## config.mk

```make
export PLATFORM = sky130hd
export DESIGN_NAME = core_decode_stage_pipe
export DESIGN_NICKNAME = d
export VERILOG_FILES = /design/src/rtl/core_decode_stage_pipe.sv
export SDC_FILE = /design/constraint.sdc
export NUM_CORES = 2
export LEC_CHECK = 0
export CAP_MARGIN = 10
export CELL_PAD_IN_SITES_DETAIL_PLACEMENT = 1
export CELL_PAD_IN_SITES_GLOBAL_PLACEMENT = 2
export CORE_MARGIN = 5
export CORE_UTILIZATION = 47
export DETAILED_ROUTE_END_ITERATION = 16
export GPL_TIMING_DRIVEN = 0
export HOLD_SLACK_MARGIN = 0.08
export PLACE_DENSITY = 0.8
export SYNTH_ARGS = -nofsm -noshare
export SYNTH_HDL_FRONTEND = slang
export SYNTH_SLANG_ARGS = --single-unit
export TNS_END_PERCENT = 20
```

## constraint.sdc

```tcl
create_clock -name clk -period 8.6 [get_ports clk]
set_input_delay 1.72 -clock clk [delete_from_list [all_inputs] [get_ports clk]]
set_output_delay 1.72 -clock clk [all_outputs]
set_load 0.03 [all_outputs]
```

## src/rtl/core_decode_stage_pipe.sv

```systemverilog
// Pipelined decode stage: decode, register read with write-back bypass,
// registered output and a per-register hazard scoreboard.
package core_pkg;
  localparam int INSTR_WIDTH = 32;
  localparam int DATA_WIDTH = 32;
  localparam int ADDR_WIDTH = 32;
  localparam int MEM_OP_W = 2;
  localparam int ALU_OP_W = 1;
  localparam int MDU_OP_W = 1;
  localparam int SHIFT_OP_W = 1;
  localparam int CMP_OP_W = 1;
  localparam int ALU_CTRL_W = 4;
  localparam int SHIFT_CTRL_W = 2;
  localparam int MDU_CTRL_W = 3;
  localparam int CMP_CTRL_W = 3;

  localparam logic [6:0] OP_LUI = 7'b0110111;
  localparam logic [6:0] OP_AUIPC = 7'b0010111;
  localparam logic [6:0] OP_JAL = 7'b1101111;
  localparam logic [6:0] OP_JALR = 7'b1100111;
  localparam logic [6:0] OP_BRANCH = 7'b1100011;
  localparam logic [6:0] OP_LOAD = 7'b0000011;
  localparam logic [6:0] OP_STORE = 7'b0100011;
  localparam logic [6:0] OP_IMM = 7'b0010011;
  localparam logic [6:0] OP_REG = 7'b0110011;

  typedef struct packed {
    logic is_branch;
    logic imm_use;
    logic rd_use;
    logic rs2_use;
    logic rs1_use;
    logic [CMP_CTRL_W-1:0] comparator_control;
    logic [MDU_CTRL_W-1:0] mdu_control;
    logic [SHIFT_CTRL_W-1:0] shift_control;
    logic [ALU_CTRL_W-1:0] alu_control;
    logic [CMP_OP_W-1:0] comparator_op;
    logic [SHIFT_OP_W-1:0] shift_op;
    logic [MDU_OP_W-1:0] mdu_op;
    logic [ALU_OP_W-1:0] alu_op;
    logic [MEM_OP_W-1:0] mem_op;
  } ctrl_t;

  localparam int CTRL_W = $bits(ctrl_t);
endpackage

module core_decode_stage_pipe
  import core_pkg::*;
#(
  parameter int INSTR_W = INSTR_WIDTH,
  parameter int DATA_W = DATA_WIDTH,
  parameter int PC_W = ADDR_WIDTH,
  parameter int NREGS = 32,
  parameter int SB_W = 2
) (
  input  logic clk,
  input  logic rst_n,
  input  logic flush,
  input  logic in_valid,
  output logic in_ready,
  input  logic [INSTR_W-1:0] in_instr,
  input  logic [PC_W-1:0] in_pc,
  input  logic rf_we,
  input  logic [$clog2(NREGS)-1:0] rf_addr,
  input  logic [DATA_W-1:0] rf_data,
  output logic out_valid,
  input  logic out_ready,
  output logic [CTRL_W-1:0] out_ctrl,
  output logic [DATA_W-1:0] out_imm,
  output logic [DATA_W-1:0] out_rs1_value,
  output logic [DATA_W-1:0] out_rs2_value,
  output logic [$clog2(NREGS)-1:0] out_rd_addr,
  output logic [PC_W-1:0] out_pc,
  output logic busy,
  output logic sb_err
);
  localparam int AW = $clog2(NREGS);
  localparam int SB_MAX = (1 << SB_W) - 1;

  logic [31:0] ins;
  logic [31:0] imm32;
  logic [6:0] opc;
  logic [2:0] f3;
  logic [6:0] f7;
  logic [AW-1:0] rs1;
  logic [AW-1:0] rs2;
  logic [AW-1:0] rd;
  ctrl_t c;
  ctrl_t ctrl_q;
  logic [DATA_W-1:0] imm;

  assign ins = 32'(in_instr);
  assign opc = ins[6:0];
  assign f3 = ins[14:12];
  assign f7 = ins[31:25];
  assign rd = ins[7 +: AW];
  assign rs1 = ins[15 +: AW];
  assign rs2 = ins[20 +: AW];

  always_comb begin
    c = '0;
    imm32 = '0;
    c.alu_control = {f7[5], f3};
    c.shift_control = {f7[5], f3[2]};
    c.mdu_control = f3;
    c.comparator_control = f3;
    unique case (1'b1)
      opc == OP_LUI || opc == OP_AUIPC: begin
        c.rd_use = 1'b1;
        c.imm_use = 1'b1;
        c.alu_op = 1'b1;
        imm32 = {ins[31:12], 12'b0};
      end
      opc == OP_JAL: begin
        c.rd_use = 1'b1;
        c.imm_use = 1'b1;
        c.is_branch = 1'b1;
        imm32 = {{12{ins[31]}}, ins[19:12],
                 ins[20], ins[30:21], 1'b0};
      end
      opc == OP_JALR: begin
        c.rd_use = 1'b1;
        c.rs1_use = 1'b1;
        c.imm_use = 1'b1;
        c.is_branch = 1'b1;
        imm32 = {{20{ins[31]}}, ins[31:20]};
      end
      opc == OP_BRANCH: begin
        c.rs1_use = 1'b1;
        c.rs2_use = 1'b1;
        c.imm_use = 1'b1;
        c.is_branch = 1'b1;
        c.comparator_op = 1'b1;
        imm32 = {{20{ins[31]}}, ins[7],
                 ins[30:25], ins[11:8], 1'b0};
      end
      opc == OP_LOAD: begin
        c.rd_use = 1'b1;
        c.rs1_use = 1'b1;
        c.imm_use = 1'b1;
        c.alu_op = 1'b1;
        c.mem_op = 2'b01;
        imm32 = {{20{ins[31]}}, ins[31:20]};
      end
      opc == OP_STORE: begin
        c.rs1_use = 1'b1;
        c.rs2_use = 1'b1;
        c.imm_use = 1'b1;
        c.alu_op = 1'b1;
        c.mem_op = 2'b10;
        imm32 = {{20{ins[31]}}, ins[31:25], ins[11:7]};
      end
      opc == OP_IMM: begin
        c.rd_use = 1'b1;
        c.rs1_use = 1'b1;
        c.imm_use = 1'b1;
        c.shift_op = f3[1:0] == 2'b01;
        c.alu_op = !(f3[1:0] == 2'b01);
        imm32 = {{20{ins[31]}}, ins[31:20]};
      end
      opc == OP_REG: begin
        c.rd_use = 1'b1;
        c.rs1_use = 1'b1;
        c.rs2_use = 1'b1;
        c.mdu_op = f7 == 7'h01;
        c.shift_op = f7 != 7'h01 && f3[1:0] == 2'b01;
        c.alu_op = f7 != 7'h01 && f3[1:0] != 2'b01;
      end
      default: ;
    endcase
  end

  assign imm = DATA_W'($signed(imm32));

  logic [DATA_W-1:0] regs [NREGS];
  logic [DATA_W-1:0] rs1_val;
  logic [DATA_W-1:0] rs2_val;

  always_ff @(posedge clk) begin
    if (rf_we && rf_addr != '0) regs[rf_addr] <= rf_data;
  end

  // same-cycle write-back wins over the stored value
  always_comb begin
    rs1_val = '0;
    rs2_val = '0;
    if (rs1 != '0)
      rs1_val = (rf_we && rf_addr == rs1) ? rf_data : regs[rs1];
    if (rs2 != '0)
      rs2_val = (rf_we && rf_addr == rs2) ? rf_data : regs[rs2];
  end

  logic [SB_W-1:0] cnt [NREGS];
  logic [SB_W-1:0] cnt_nxt [NREGS];
  logic [NREGS-1:0] inc;
  logic [NREGS-1:0] dec;
  logic busy_nxt;
  logic err;
  logic fire_in;
  logic fire_out;
  logic held_rd;
  logic p1;
  logic p2;
  logic sat;
  logic hazard;
  logic [SB_W:0] rd_load;

  assign fire_out = out_valid && out_ready;
  assign held_rd = out_valid && ctrl_q.rd_use;

  always_comb begin
    busy_nxt = 1'b0;
    for (int r = 0; r < NREGS; r++) begin
      inc[r] = fire_out && ctrl_q.rd_use && r != 0
               && out_rd_addr == AW'(r);
      dec[r] = rf_we && r != 0 && rf_addr == AW'(r)
               && cnt[r] != '0;
      cnt_nxt[r] = flush ? '0
                 : cnt[r] + SB_W'(inc[r]) - SB_W'(dec[r]);
      busy_nxt = busy_nxt | (cnt_nxt[r] != '0);
    end
    err = rf_we && rf_addr != '0 && cnt[rf_addr] == '0;
  end

  assign p1 = c.rs1_use && rs1 != '0
           && ((held_rd && out_rd_addr == rs1)
           || (cnt[rs1] - SB_W'(dec[rs1])) != '0);
  assign p2 = c.rs2_use && rs2 != '0
           && ((held_rd && out_rd_addr == rs2)
           || (cnt[rs2] - SB_W'(dec[rs2])) != '0);

  // the held producer will bump its counter as it leaves
  assign rd_load = {1'b0, cnt[rd]}
                 + (SB_W+1)'(held_rd && out_rd_addr == rd);
  assign sat = c.rd_use && rd != '0
            && rd_load >= (SB_W+1)'(SB_MAX);

  assign hazard = p1 || p2 || sat;
  assign in_ready = (!out_valid || out_ready) && !hazard && !flush;
  assign fire_in = in_valid && in_ready;

  always_ff @(posedge clk or negedge rst_n) begin
    if (!rst_n) begin
      for (int r = 0; r < NREGS; r++) cnt[r] <= '0;
      busy <= 1'b0;
      sb_err <= 1'b0;
    end else begin
      for (int r = 0; r < NREGS; r++) cnt[r] <= cnt_nxt[r];
      busy <= busy_nxt;
      sb_err <= err;
    end
  end

  always_ff @(posedge clk or negedge rst_n) begin
    if (!rst_n) begin
      out_valid <= 1'b0;
      ctrl_q <= '0;
      out_imm <= '0;
      out_rs1_value <= '0;
      out_rs2_value <= '0;
      out_rd_addr <= '0;
      out_pc <= '0;
    end else if (flush) begin
      out_valid <= 1'b0;
    end else if (fire_in) begin
      out_valid <= 1'b1;
      ctrl_q <= c;
      out_imm <= imm;
      out_rs1_value <= rs1_val;
      out_rs2_value <= rs2_val;
      out_rd_addr <= rd;
      out_pc <= in_pc;
    end else if (fire_out) begin
      out_valid <= 1'b0;
    end
  end

  assign out_ctrl = ctrl_q;
endmodule

```

==> flow_summary.yaml <==
finish:
  area_growth_pct: 18.47
  drive_gt1_share_pct: 32.24
  fin_cells: 5695
  final_nets: 4003
  fill_cells: 11663
  multi_input_area_sq_um: 23820
  seq_area_sq_um: 36130
  post-route-util_pct: 55.99
logic_synthesis:
  yosys_warnings: 0
  yosysUniqueCellTypes: 71
  synthTopCellsByCount: "edfxtp_1, mux4_2, dfrtp_1"
  synth_xor_area_share_pct: 1.188
  yosysMostFrequentCell: "edfxtp_1"
  avgSynthCellArea_sq_um: 18.37
  synth_top_flop_cell: "edfxtp_1"
  synth.area.mux_share_pct: 29.59
  synth_top_family_by_area: "multiplexers"
  synth_edf_count: 1024
  ys_ff_latch: 1239
  synth_top_area_cell: "edfxtp_1"
  syn_inst: 3332
  synth_compound_area_share_pct: 2.666
  yosys.area_share.simple_pct: 3.595
  netlist_area_sq_um: 61190
  synthAdderAreaFrac_pct: 1.309
  ys_top_cells_by_area: "edfxtp_1, mux4_2, dfrtp_1"
  synth-async-reset-ratio_pct: 17.35
  yosys.area.top_type_share_pct: 50.25
  synth-seq-area-share_pct: 59.04
pwr:
  power_frac_clock_pct: 40.2
  p_leak_uw: 0.02518
  p_int_uw: 11110
  switching_share_pct: 26.37
  seqPwrFrac_pct: 45.3
  finalPower_uw: 15090
  ir_worst_vdd_uv: 196.8
  p_sw_uw: 3979
  powerDensity_nw_per_um2: 208.1
  combPwrFrac_pct: 14.5
run:
  drv_cap: 1
timing:
  finalHoldViolCount: 0
  setup_viol: 0
  fin_skew_ns: 0.03390
  setup_tns_ns: 0
  period_minus_slack_ns: 8.285
  worst_pin_slew_ns: 1.562
  rsz0062_at_grt: "false"
  slew_headroom_pct: -4.127
  fin_ws_ns: 0.3154
  period_share_pct: 96.33
  timing.fmax_mhz: 120.7
  drv_slew: 11
clock_tree:
  cts.clk_slew.worst_paths_ns: 0.06
  cts-root-buf: "clkbuf_16"
  numCtsBuffers: 138
  ctsHtreeMaxLevel: 4
  ctsHoldBuffers: 0
  clkSinkCount: 1239
  clock_latency_ns: 0.80
  clk_path_buf_depth: 3
  cts_setup_buffers: 0
  cts_tree: "done"
hold_path:
  hold_path_end: "out_ctrl[22]$_DFFE_PN0P_"
  hp-start: "out_ctrl[22]$_DFFE_PN0P_"
  hold_class: "reg2reg"
  whs_path_depth: 1
placement:
  hpwl_um: 168200
  routabilityCongestion: 0.9427
  port_buffers: 253
  dp_cells: 5429
  place_ws_ns: -0.8479
setup_path:
  r2r_end: "busy$_DFF_PN0_"
  timing.rr.start: "out_rd_addr[4]$_DFFE_PN0P_"
  worstPathCellList: "clkdlybuf4s50_1 > clkbuf_4 > mux4_2 > mux4_2 > mux2_2 > ha_1 > ha_1 > a21oi_1 > a21oi_1 > a221o_1 > a41o_1 > a31oi_1 > and2_1 > clkdlybuf4s50_1"
  cp.required_ns: 6.88
  crit_type: "in2out"
  slowest_stage: "clkdlybuf4s50_1"
  reg2reg_depth: 13
  start_kind: "input pin"
  r2r_slack_ns: 3.66
  cpPeakStageDelay_ns: 0.70
  worst_setup_path_end_kind: "output pin"
  crit_fanout: 19
  cp.arrival_ns: 6.56
global_routing:
  grt_pass1_vias: 40704
  overflow: 0
  antenna_found_initial: 10
  grt_pass1_wl_um: 334900
  grt.total_usage_pct: 35.66
  grt_start_max_net_pins: 99
die:
  dieArea_sq_um: 137500
  fp.dieW_um: 370.8
  dieHeight_um: 370.8
  start_util_pct: 47.26
  rows: 132
  core-area_sq_um: 129500
  io_pins: 267
detailed_routing:
  drc_errors: 0
  wl_per_cell_um: 43.14
  finalWirelength_um: 245700
  dr_total_vias: 40540
  vias_per_cell: 7.119
  first_pass_iters: 6
  antenna_left: 0
  first_iter_violations: 6806
outcome:
  status: "complete, but fails checks"
  violations: "capacitance limit, slew limit"
## layout make-up
class | count | share of cell area [%]
antenna | 5 | 0.01726
buffer | 273 | 1.849
clock buffer | 176 | 5.230
clock inverter | 80 | 1.082
inverter | 70 | 0.3625
multi-input combinational | 1779 | 32.86
sequential | 1239 | 49.84
tap | 1742 | 3.007
timing repair buffer | 331 | 5.758
## routing by layer
layer	routed length [um]	GRT usage, %	up-vias
met5	44	0	-
met4	15830	18.84	6
met3	34580	12.27	762
met2	109800	53.51	3637
met1	85450	46.24	21295
li1	-	-	14840
## layout by cell type (no fill, tap or decap), types with 11 or more instances in the layout
cell / synthesis / routed
mux2_2: 43 / 43
xnor2_1: 38 / 38
mux2i_1: 102 / 102
o21ai_0: 20 / 20
clkinv_2: 0 / 21
conb_1: 1 / 32
clkbuf_8: 0 / 11
bufinv_16: 0 / 11
nor2_4: 0 / 31
nand3_1: 12 / 12
mux2_4: 82 / 82
nor2_1: 188 / 157
dfrtp_1: 215 / 215
buf_4: 22 / 23
mux4_2: 682 / 682
nand2_1: 67 / 67
xor2_1: 45 / 45
ha_1: 64 / 64
nor2b_1: 42 / 42
buf_8: 0 / 18
nor4_1: 21 / 21
nor3_1: 47 / 47
buf_2: 94 / 99
and2_1: 22 / 22
edfxtp_1: 1024 / 1024
inv_1: 69 / 69
clkdlybuf4s50_1: 0 / 251
buf_12: 0 / 37
clkinv_1: 1 / 30
clkbuf_1: 125 / 139
buf_6: 13 / 13
buf_1: 21 / 16
clkbuf_16: 0 / 143
o22ai_1: 14 / 14
a211oi_1: 94 / 94
buf_16: 0 / 22
a21oi_1: 48 / 48
## stage by stage
step                hold WS, ns  cell area, sq um
floorplan                0.5373             61310
global placement         0.4864             66020
detailed placement       0.4931             67780
CTS                      0.5062             72360
global route             0.5195             72480
finish                   0.5036             72490
## critical path: cells and delay by family
kind	cells	cell delay [ns]
simple gates	1	0.25
mux	3	1.42
buf+inv	3	1.59
compound gates	5	1.08
fa+ha+maj	2	0.49
## power groups by stage
stage / registers (uW) / clock network [uW] / logic [uW]
4_1_cts: 6830 / 6090 / 2170
6_report: 6830 / 6070 / 2190
2_1_floorplan: 7180 / 0 / 935
5_1_grt: 6850 / 6390 / 2250
3_3_place_gp: 6940 / 0 / 2090
3_5_place_dp: 6950 / 0 / 2150
## worst max-delay path by stage
stage	end	start	slack, ns
after floorplan	in_ready	in_instr[7]	1.24
after global placement	out_rs1_value[4]$_DFFE_PN0P_	rst_n	-4.68
after detailed placement	in_ready	in_instr[7]	-0.85
after CTS	in_ready	in_instr[8]	0.03
after global routing	in_ready	in_instr[7]	0.08
final	in_ready	in_instr[7]	0.32
## flip-flops by register name (all words and copies together) (netlist names)
register	cells
sb_err	1
out_rs2_value	32
regs	1024
out_pc	32
cnt	64
out_rs1_value	32
out_valid	1
busy	1
out_ctrl	15
out_rd_addr	5
out_imm	32
## kinds of logic (layout without fill, tap and decap cells)
kind of cell             after synthesis  count (layout)
AND/OR/NAND/NOR                      454             454
adder cells (fa/ha/maj)               64              64
XOR/XNOR                              83              83
buffers and inverters                345             930
AO/OA/AOI/OAI                        236             236
flip-flops                          1239            1239
other                                  1              37
multiplexers                         910             910
## repair_timing
item | CTS | global route
setup endpoints to repair | 1 | 1
endpoints found under the hold margin | 0 | 0
gates cloned | 0 | 0
gates resized for setup | 5 | 1
pin swaps | 0 | 0
No activity file was read; power rests on OpenSTA's default activity.
